### src/rtl/y86_pkg.sv
// Shared encodings for the Y86-64 pipeline controller: icodes, status codes,
// the "no register" id and the run-state enum.
package y86_pkg;

  localparam logic [3:0] I_MRMOVQ = 4'h5;
  localparam logic [3:0] I_OPQ    = 4'h6;
  localparam logic [3:0] I_JXX    = 4'h7;
  localparam logic [3:0] I_RET    = 4'h9;
  localparam logic [3:0] I_POPQ   = 4'hB;
  localparam logic [3:0] RNONE    = 4'hF;

  localparam logic [2:0] S_AOK = 3'd1;

  typedef enum logic [1:0] {StIdle, StRun, StDrain, StHalted} state_e;

  // Instructions whose destination is written from memory in the M stage.
  function automatic logic is_load(input logic [3:0] icode);
    return (icode == I_MRMOVQ) || (icode == I_POPQ);
  endfunction

endpackage

### src/rtl/y86_pipe_ctrl_if.sv
// Pipeline <-> controller signal bundle. master = pipeline side, slave = controller.
interface y86_pipe_ctrl_if #(
  parameter int unsigned CNT_W = 32
);
  logic             start;
  logic [3:0]       D_icode;
  logic [3:0]       d_srcA;
  logic [3:0]       d_srcB;
  logic [3:0]       E_icode;
  logic [3:0]       E_dstM;
  logic             e_Cnd;
  logic [3:0]       M_icode;
  logic [2:0]       m_stat;
  logic [2:0]       W_stat;
  logic             F_stall;
  logic             D_stall;
  logic             D_bubble;
  logic             E_bubble;
  logic             M_bubble;
  logic             W_stall;
  logic             set_cc_en;
  logic             halted;
  logic [2:0]       stat_out;
  logic [CNT_W-1:0] cycle_cnt;
  logic [CNT_W-1:0] stall_cnt;

  modport master (
    output start, D_icode, d_srcA, d_srcB, E_icode, E_dstM, e_Cnd, M_icode, m_stat, W_stat,
    input  F_stall, D_stall, D_bubble, E_bubble, M_bubble, W_stall, set_cc_en, halted,
           stat_out, cycle_cnt, stall_cnt
  );

  modport slave (
    input  start, D_icode, d_srcA, d_srcB, E_icode, E_dstM, e_Cnd, M_icode, m_stat, W_stat,
    output F_stall, D_stall, D_bubble, E_bubble, M_bubble, W_stall, set_cc_en, halted,
           stat_out, cycle_cnt, stall_cnt
  );
endinterface

### src/rtl/sat_counter.sv
// Saturating up-counter with async reset and synchronous clear.
module sat_counter #(
  parameter int unsigned CNT_W = 32
) (
  input  logic             clk,
  input  logic             rst_n,
  input  logic             en,
  input  logic             clr_n,
  output logic [CNT_W-1:0] cnt
);

  logic [CNT_W-1:0] cnt_q, cnt_d;

  always_comb begin
    cnt_d = cnt_q;
    if (!clr_n) begin
      cnt_d = '0;
    end else if (en && (cnt_q != '1)) begin
      cnt_d = cnt_q + CNT_W'(1);
    end
  end

  always_ff @(posedge clk or negedge rst_n) begin
    if (!rst_n) begin
      cnt_q <= '0;
    end else begin
      cnt_q <= cnt_d;
    end
  end

  assign cnt = cnt_q;

endmodule

### src/rtl/y86_pipe_ctrl.sv
// Y86-64 pipeline hazard controller: stall/bubble generation, run-state FSM
// and cycle/stall performance counters.
module y86_pipe_ctrl
  import y86_pkg::*;
#(
  parameter int unsigned CNT_W = 32
) (
  input logic            clk,
  input logic            rst_n,
  y86_pipe_ctrl_if.slave bus
);

  state_e     state_q, state_d;
  logic       halted_q, halted_d;
  logic [2:0] stat_q, stat_d;
  logic       active, lu, mis, rt, stall_en, clr_n;

  always_comb begin
    state_d = state_q;
    stat_d  = stat_q;
    unique case (state_q)
      StIdle:   if (bus.start) state_d = StRun;
      StRun:    if (bus.m_stat != S_AOK) state_d = StDrain;
      StDrain: begin
        if (bus.W_stat != S_AOK) begin
          state_d = StHalted;
          stat_d  = bus.W_stat;
        end
      end
      StHalted: state_d = StHalted;
    endcase
    halted_d = (state_d == StHalted);
  end

  always_ff @(posedge clk or negedge rst_n) begin
    if (!rst_n) begin
      state_q  <= StIdle;
      halted_q <= 1'b0;
      stat_q   <= S_AOK;
    end else begin
      state_q  <= state_d;
      halted_q <= halted_d;
      stat_q   <= stat_d;
    end
  end

  assign active = (state_q == StRun) || (state_q == StDrain);

  // Hazard equations; zero-latency from the current pipeline register contents.
  always_comb begin
    lu  = is_load(bus.E_icode) && (bus.E_dstM != RNONE) &&
          ((bus.E_dstM == bus.d_srcA) || (bus.E_dstM == bus.d_srcB));
    mis = (bus.E_icode == I_JXX) && !bus.e_Cnd;
    rt  = (bus.D_icode == I_RET) || (bus.E_icode == I_RET) || (bus.M_icode == I_RET);
    bus.F_stall   = 1'b0;
    bus.D_stall   = 1'b0;
    bus.D_bubble  = 1'b0;
    bus.E_bubble  = 1'b0;
    bus.M_bubble  = 1'b0;
    bus.W_stall   = 1'b0;
    bus.set_cc_en = 1'b0;
    unique case (state_q)
      StIdle: begin
        bus.F_stall  = 1'b1;
        bus.D_bubble = 1'b1;
        bus.E_bubble = 1'b1;
        bus.M_bubble = 1'b1;
      end
      StHalted: begin
        bus.F_stall = 1'b1;
        bus.D_stall = 1'b1;
        bus.W_stall = 1'b1;
      end
      StRun, StDrain: begin
        bus.F_stall   = lu | rt;
        bus.D_stall   = lu;
        bus.D_bubble  = mis | (rt & ~lu);
        bus.E_bubble  = mis | lu;
        bus.M_bubble  = (bus.m_stat != S_AOK) | (bus.W_stat != S_AOK);
        bus.W_stall   = (bus.W_stat != S_AOK);
        bus.set_cc_en = (bus.E_icode == I_OPQ) && (bus.m_stat == S_AOK) &&
                        (bus.W_stat == S_AOK);
      end
    endcase
  end

  assign bus.halted   = halted_q;
  assign bus.stat_out = stat_q;
  assign stall_en     = active & bus.F_stall;
  // A fresh run always starts counting from zero.
  assign clr_n        = !((state_q == StIdle) && bus.start);

  sat_counter #(.CNT_W(CNT_W)) u_cycle_cnt (
    .clk   (clk),
    .rst_n (rst_n),
    .en    (active),
    .clr_n (clr_n),
    .cnt   (bus.cycle_cnt)
  );

  sat_counter #(.CNT_W(CNT_W)) u_stall_cnt (
    .clk   (clk),
    .rst_n (rst_n),
    .en    (stall_en),
    .clr_n (clr_n),
    .cnt   (bus.stall_cnt)
  );

endmodule

### src/flat_wrapper.sv
// flat-port wrapper written by rule: the top's interface ports become plain ports
module y86_pipe_ctrl_flat import y86_pkg::*;
#(
  parameter int unsigned CNT_W = 32
)
  (clk, rst_n, bus_start, bus_D_icode, bus_d_srcA, bus_d_srcB, bus_E_icode, bus_E_dstM, bus_e_Cnd, bus_M_icode, bus_m_stat, bus_W_stat, bus_F_stall, bus_D_stall, bus_D_bubble, bus_E_bubble, bus_M_bubble, bus_W_stall, bus_set_cc_en, bus_halted, bus_stat_out, bus_cycle_cnt, bus_stall_cnt);
  y86_pipe_ctrl_if #(.CNT_W(CNT_W)) bus_i ();
  input logic clk;
  input logic rst_n;
  input wire logic [$bits(bus_i.start)-1:0] bus_start;
  input wire logic [$bits(bus_i.D_icode)-1:0] bus_D_icode;
  input wire logic [$bits(bus_i.d_srcA)-1:0] bus_d_srcA;
  input wire logic [$bits(bus_i.d_srcB)-1:0] bus_d_srcB;
  input wire logic [$bits(bus_i.E_icode)-1:0] bus_E_icode;
  input wire logic [$bits(bus_i.E_dstM)-1:0] bus_E_dstM;
  input wire logic [$bits(bus_i.e_Cnd)-1:0] bus_e_Cnd;
  input wire logic [$bits(bus_i.M_icode)-1:0] bus_M_icode;
  input wire logic [$bits(bus_i.m_stat)-1:0] bus_m_stat;
  input wire logic [$bits(bus_i.W_stat)-1:0] bus_W_stat;
  output wire logic [$bits(bus_i.F_stall)-1:0] bus_F_stall;
  output wire logic [$bits(bus_i.D_stall)-1:0] bus_D_stall;
  output wire logic [$bits(bus_i.D_bubble)-1:0] bus_D_bubble;
  output wire logic [$bits(bus_i.E_bubble)-1:0] bus_E_bubble;
  output wire logic [$bits(bus_i.M_bubble)-1:0] bus_M_bubble;
  output wire logic [$bits(bus_i.W_stall)-1:0] bus_W_stall;
  output wire logic [$bits(bus_i.set_cc_en)-1:0] bus_set_cc_en;
  output wire logic [$bits(bus_i.halted)-1:0] bus_halted;
  output wire logic [$bits(bus_i.stat_out)-1:0] bus_stat_out;
  output wire logic [$bits(bus_i.cycle_cnt)-1:0] bus_cycle_cnt;
  output wire logic [$bits(bus_i.stall_cnt)-1:0] bus_stall_cnt;
  assign bus_i.start = bus_start;
  assign bus_i.D_icode = bus_D_icode;
  assign bus_i.d_srcA = bus_d_srcA;
  assign bus_i.d_srcB = bus_d_srcB;
  assign bus_i.E_icode = bus_E_icode;
  assign bus_i.E_dstM = bus_E_dstM;
  assign bus_i.e_Cnd = bus_e_Cnd;
  assign bus_i.M_icode = bus_M_icode;
  assign bus_i.m_stat = bus_m_stat;
  assign bus_i.W_stat = bus_W_stat;
  assign bus_F_stall = bus_i.F_stall;
  assign bus_D_stall = bus_i.D_stall;
  assign bus_D_bubble = bus_i.D_bubble;
  assign bus_E_bubble = bus_i.E_bubble;
  assign bus_M_bubble = bus_i.M_bubble;
  assign bus_W_stall = bus_i.W_stall;
  assign bus_set_cc_en = bus_i.set_cc_en;
  assign bus_halted = bus_i.halted;
  assign bus_stat_out = bus_i.stat_out;
  assign bus_cycle_cnt = bus_i.cycle_cnt;
  assign bus_stall_cnt = bus_i.stall_cnt;
  y86_pipe_ctrl #(.CNT_W(CNT_W)) u_core (.clk(clk), .rst_n(rst_n), .bus(bus_i));
endmodule
### config.mk
export PLATFORM = sky130hd
export DESIGN_NAME = y86_pipe_ctrl_flat
export DESIGN_NICKNAME = d
export VERILOG_FILES = /design/src/rtl/y86_pkg.sv /design/src/rtl/y86_pipe_ctrl_if.sv /design/src/rtl/sat_counter.sv /design/src/rtl/y86_pipe_ctrl.sv /design/src/flat_wrapper.sv
export SDC_FILE = /design/constraint.sdc
export NUM_CORES = 1
export LEC_CHECK = 0
export BUFFER_PORTS_ARGS = -buffer_cell sky130_fd_sc_hd__buf_2
export CAP_MARGIN = 10
export CORE_MARGIN = 8
export CORE_UTILIZATION = 36
export DETAILED_ROUTE_END_ITERATION = 10
export PLACE_DENSITY_LB_ADDON = 0.25
export REMOVE_ABC_BUFFERS = 1
export SYNTH_ARGS = -nofsm -noshare
export SYNTH_HDL_FRONTEND = slang
export SYNTH_HIERARCHICAL = 1
export SYNTH_SLANG_ARGS = --single-unit
### constraint.sdc
create_clock -name clk -period 7.6 [get_ports clk]
set_input_delay 1.9 -clock clk [delete_from_list [all_inputs] [get_ports clk]]
set_output_delay 1.9 -clock clk [all_outputs]
set_load 0.03 [all_outputs]
==> impl_metrics.ini <==
[clock_tree]
cts_resized = 0
cts_num_sinks = 70
cts_buffers = 9
cts_tree = yes
htreeDepth = 3
cts_root_buffer = clkbuf_16
insertion_delay_ns = 0.33
cts_buffer_depth = 2
postCtsHoldBufs = 0
postCtsSetupBuffers = 0
path_clk_slew_ns = 0.06

[logic_synthesis]
syn_inst = 475
synth_xor_area_share_pct = 3.448
synth_compound_area_share_pct = 17.71
yosys_warnings = 6
yosys-mux-area-fraction_pct = 2.086
synth_cell_types = 60
synth_top_area_share_pct = 39.99
synth_top_family_by_area = simple AND/OR/NAND/NOR gates
synth_top_cell_by_area = dfrtp_1
synthAdderAreaFrac_pct = 2.318
synthFlopType = dfrtp_1
syn_avg_cell_area_um2 = 9.090
synth_most_common_cell = dfrtp_1
async_flop_share_pct = 100.0
synth_seq_area_share_pct = 40.60
synth_edf_count = 0
synth-simple-area-share_pct = 30.11
synth_common_cells = 69 x dfrtp_1, 47 x a21oi_1, 45 x nand2_1
synth.area.top_cells = dfrtp_1 40%, a21oi_1 5.4%, nand2_1 3.9%
syn_area_mm2 = 0.004318
yosys_register_bits = 70

[placement]
dp_slack_ns = 2.378
gp_congestion = 0.8090
dpl.cell_count = 714
numPortBuffers = 108
hpwl_um = 8639

[setup_path]
worstPathRequired_ns = 5.70
ff2ff_path_depth = 6
critPathCaptureType = primary output
critPathMaxFanout = 3
timing.rr.start = u_core/state_q[0]$_DFF_PN0_
start_kind = input pin
critical_path_class = in2out
regToRegSetupSlack_ns = 3.96
critPathArrivalTime_ns = 3.26
timing.rr.end = u_core/u_stall_cnt/cnt[24]$_DFFE_PN0P_

[global_route]
grt_max_degree = 71
antenna_found_initial = 0
gr-total-overflow = 0
grt_pass1_wl_um = 19820
grt_pass1_vias = 3952
grt_use_total_pct = 15.04

[final_layout]
multi_input_area_mm2 = 0.002404
nNetsFinal = 620
num_antenna_cells = 0
drive_gt1_share_pct = 24.87
layout.area.seq_mm2 = 0.001753
utilization_pct = 44.35
fill_cells = 1207
area_growth_pct = 21.82
fin_cells = 730

[route]
drt-total-wl_um = 12010
drc = 0
drt-initial-drc-count = 205
dr.pass1.iters = 4
num_vias = 4118
ant_nets = 0
vias_per_cell = 5.641
wl_per_cell_um = 16.45

[timing]
fin_skew_ns = 0.007916
setup_slack_ns = 2.441
setup_violations = 0
slew_headroom_pct = 29.44
layout_min_cycle_time_ns = 5.159
drv_slew = 0
fmax_ghz = 0.1938
period_share_pct = 67.88
rsz0062_at_grt = false
hold_viol = 0
max_slew.worst_pin.slew_ns = 1.058
setup_tns_ns = 0

[floorplanning]
rows = 40
die_area_mm2 = 0.01575
fp.dieW_um = 125.5
ios = 109
start_util_pct = 36.40
core_mm2 = 0.01186
die_h_um = 125.5

[min_path]
hold_path_class = reg2reg
hold_path_end = u_core/bus.stat_out[0]$_DFFE_PN1P_
hold_depth = 2
hold_start = u_core/bus.stat_out[0]$_DFFE_PN1P_

[power_and_ir_drop]
power_density_mw_per_mm2 = 244.8
power.total_mw = 1.288
p_leak_nw = 2.321
vdd_drop_max_mv = 0.1843

[outcome]
outcome = finished clean

[flow_run]
cap_viol_max_count = 0
==> per-layer routing <==
layer | GRT usage (%) | part of all wire [%] | vias up
li1 | - | - | 2016
met3 | 4.037 | 5.6 | 15
met4 | 4.585 | 1.4 | 0
met5 | 0 | 0 | -
met2 | 25.68 | 49 | 108
met1 | 18.03 | 43 | 1979
==> final cells by class <==
type / instances / share of cell area (%)
tap: 147 / 3.497
sequential: 70 / 33.33
clock inverter: 5 / 0.9515
timing repair buffer: 111 / 10.70
clock buffer: 11 / 4.615
inverter: 17 / 1.213
multi-input combinational: 369 / 45.69
==> state kept, by name, summed over array words and instances (netlist names) <==
register / cells
u_core/u_cycle_cnt/cnt: 32
u_core/state_q: 2
u_core/bus.stat_out: 3
u_core/bus.halted: 1
u_core/u_stall_cnt/cnt: 32
==> worst max-delay path by stage <==
stage | startpoint | to | slack (ns)
5_1_grt | bus_E_dstM[0] | bus_E_bubble | 2.20
6_report | bus_E_dstM[1] | bus_E_bubble | 2.44
4_1_cts | bus_E_dstM[0] | bus_E_bubble | 2.44
2_1_floorplan | bus_E_icode[3] | bus_E_bubble | 2.35
3_3_place_gp | bus_E_dstM[1] | u_core/u_stall_cnt/cnt[14]$_DFFE_PN0P_ | 2.48
3_5_place_dp | bus_E_dstM[0] | u_core/u_stall_cnt/cnt[20]$_DFFE_PN0P_ | 2.38
==> worst max-delay path: stages <==
cell and delay, ns:
buf_2 0.12, xor2_1 0.16, nor4_1 0.50, o21ai_1 0.18, o21ai_0 0.17, buf_2 0.22
==> cell usage in the layout, fill, tap and decap left out, types with 3 or more instances in the layout <==
cell | synthesis | layout
o21a_1 | 3 | 3
nor4_1 | 11 | 11
nor4b_1 | 3 | 3
nand2_1 | 45 | 45
clkbuf_16 | 0 | 9
o21ai_0 | 26 | 26
xnor2_1 | 6 | 6
nor2_1 | 17 | 17
nand4_1 | 18 | 18
o211ai_1 | 3 | 3
and4_1 | 5 | 5
buf_4 | 0 | 3
a21oi_1 | 47 | 47
nand3_1 | 24 | 24
nor3_1 | 9 | 9
inv_1 | 16 | 16
buf_2 | 4 | 108
dfrtp_1 | 69 | 69
and2_1 | 3 | 3
clkinv_2 | 0 | 4
mux2i_1 | 9 | 9
or3_1 | 20 | 20
xor2_1 | 11 | 11
nand2b_1 | 10 | 10
or4_1 | 21 | 21
and3_1 | 8 | 8
o31ai_1 | 22 | 22
a211oi_1 | 3 | 3
ha_1 | 8 | 8
==> per-stage QoR <==
stage | hold slack [ns] | area [um2]
final | 0.4676 | 5260
after global routing | 0.4830 | 5260
after CTS | 0.4682 | 5260
after detailed placement | 0.4589 | 4967
after global placement | 0.4680 | 4967
after floorplan | 0.5247 | 4220
==> power by group <==
group	total (mW)	switching, mW	internal [mW]
clock network	0.417	0.156	0.261
logic	0.429	0.297	0.133
registers	0.441	0.0369	0.405
==> logic make-up (layout without fill, tap and decap cells) <==
kind of cell | after synthesis | in the layout
adder cells (fa/ha/maj) | 8 | 8
multiplexers | 9 | 9
buffers and inverters | 36 | 144
AND/OR/NAND/NOR | 215 | 215
flip-flops | 70 | 70
AO/OA/AOI/OAI | 120 | 120
XOR/XNOR | 17 | 17
No activity file was read; power rests on OpenSTA's default activity.
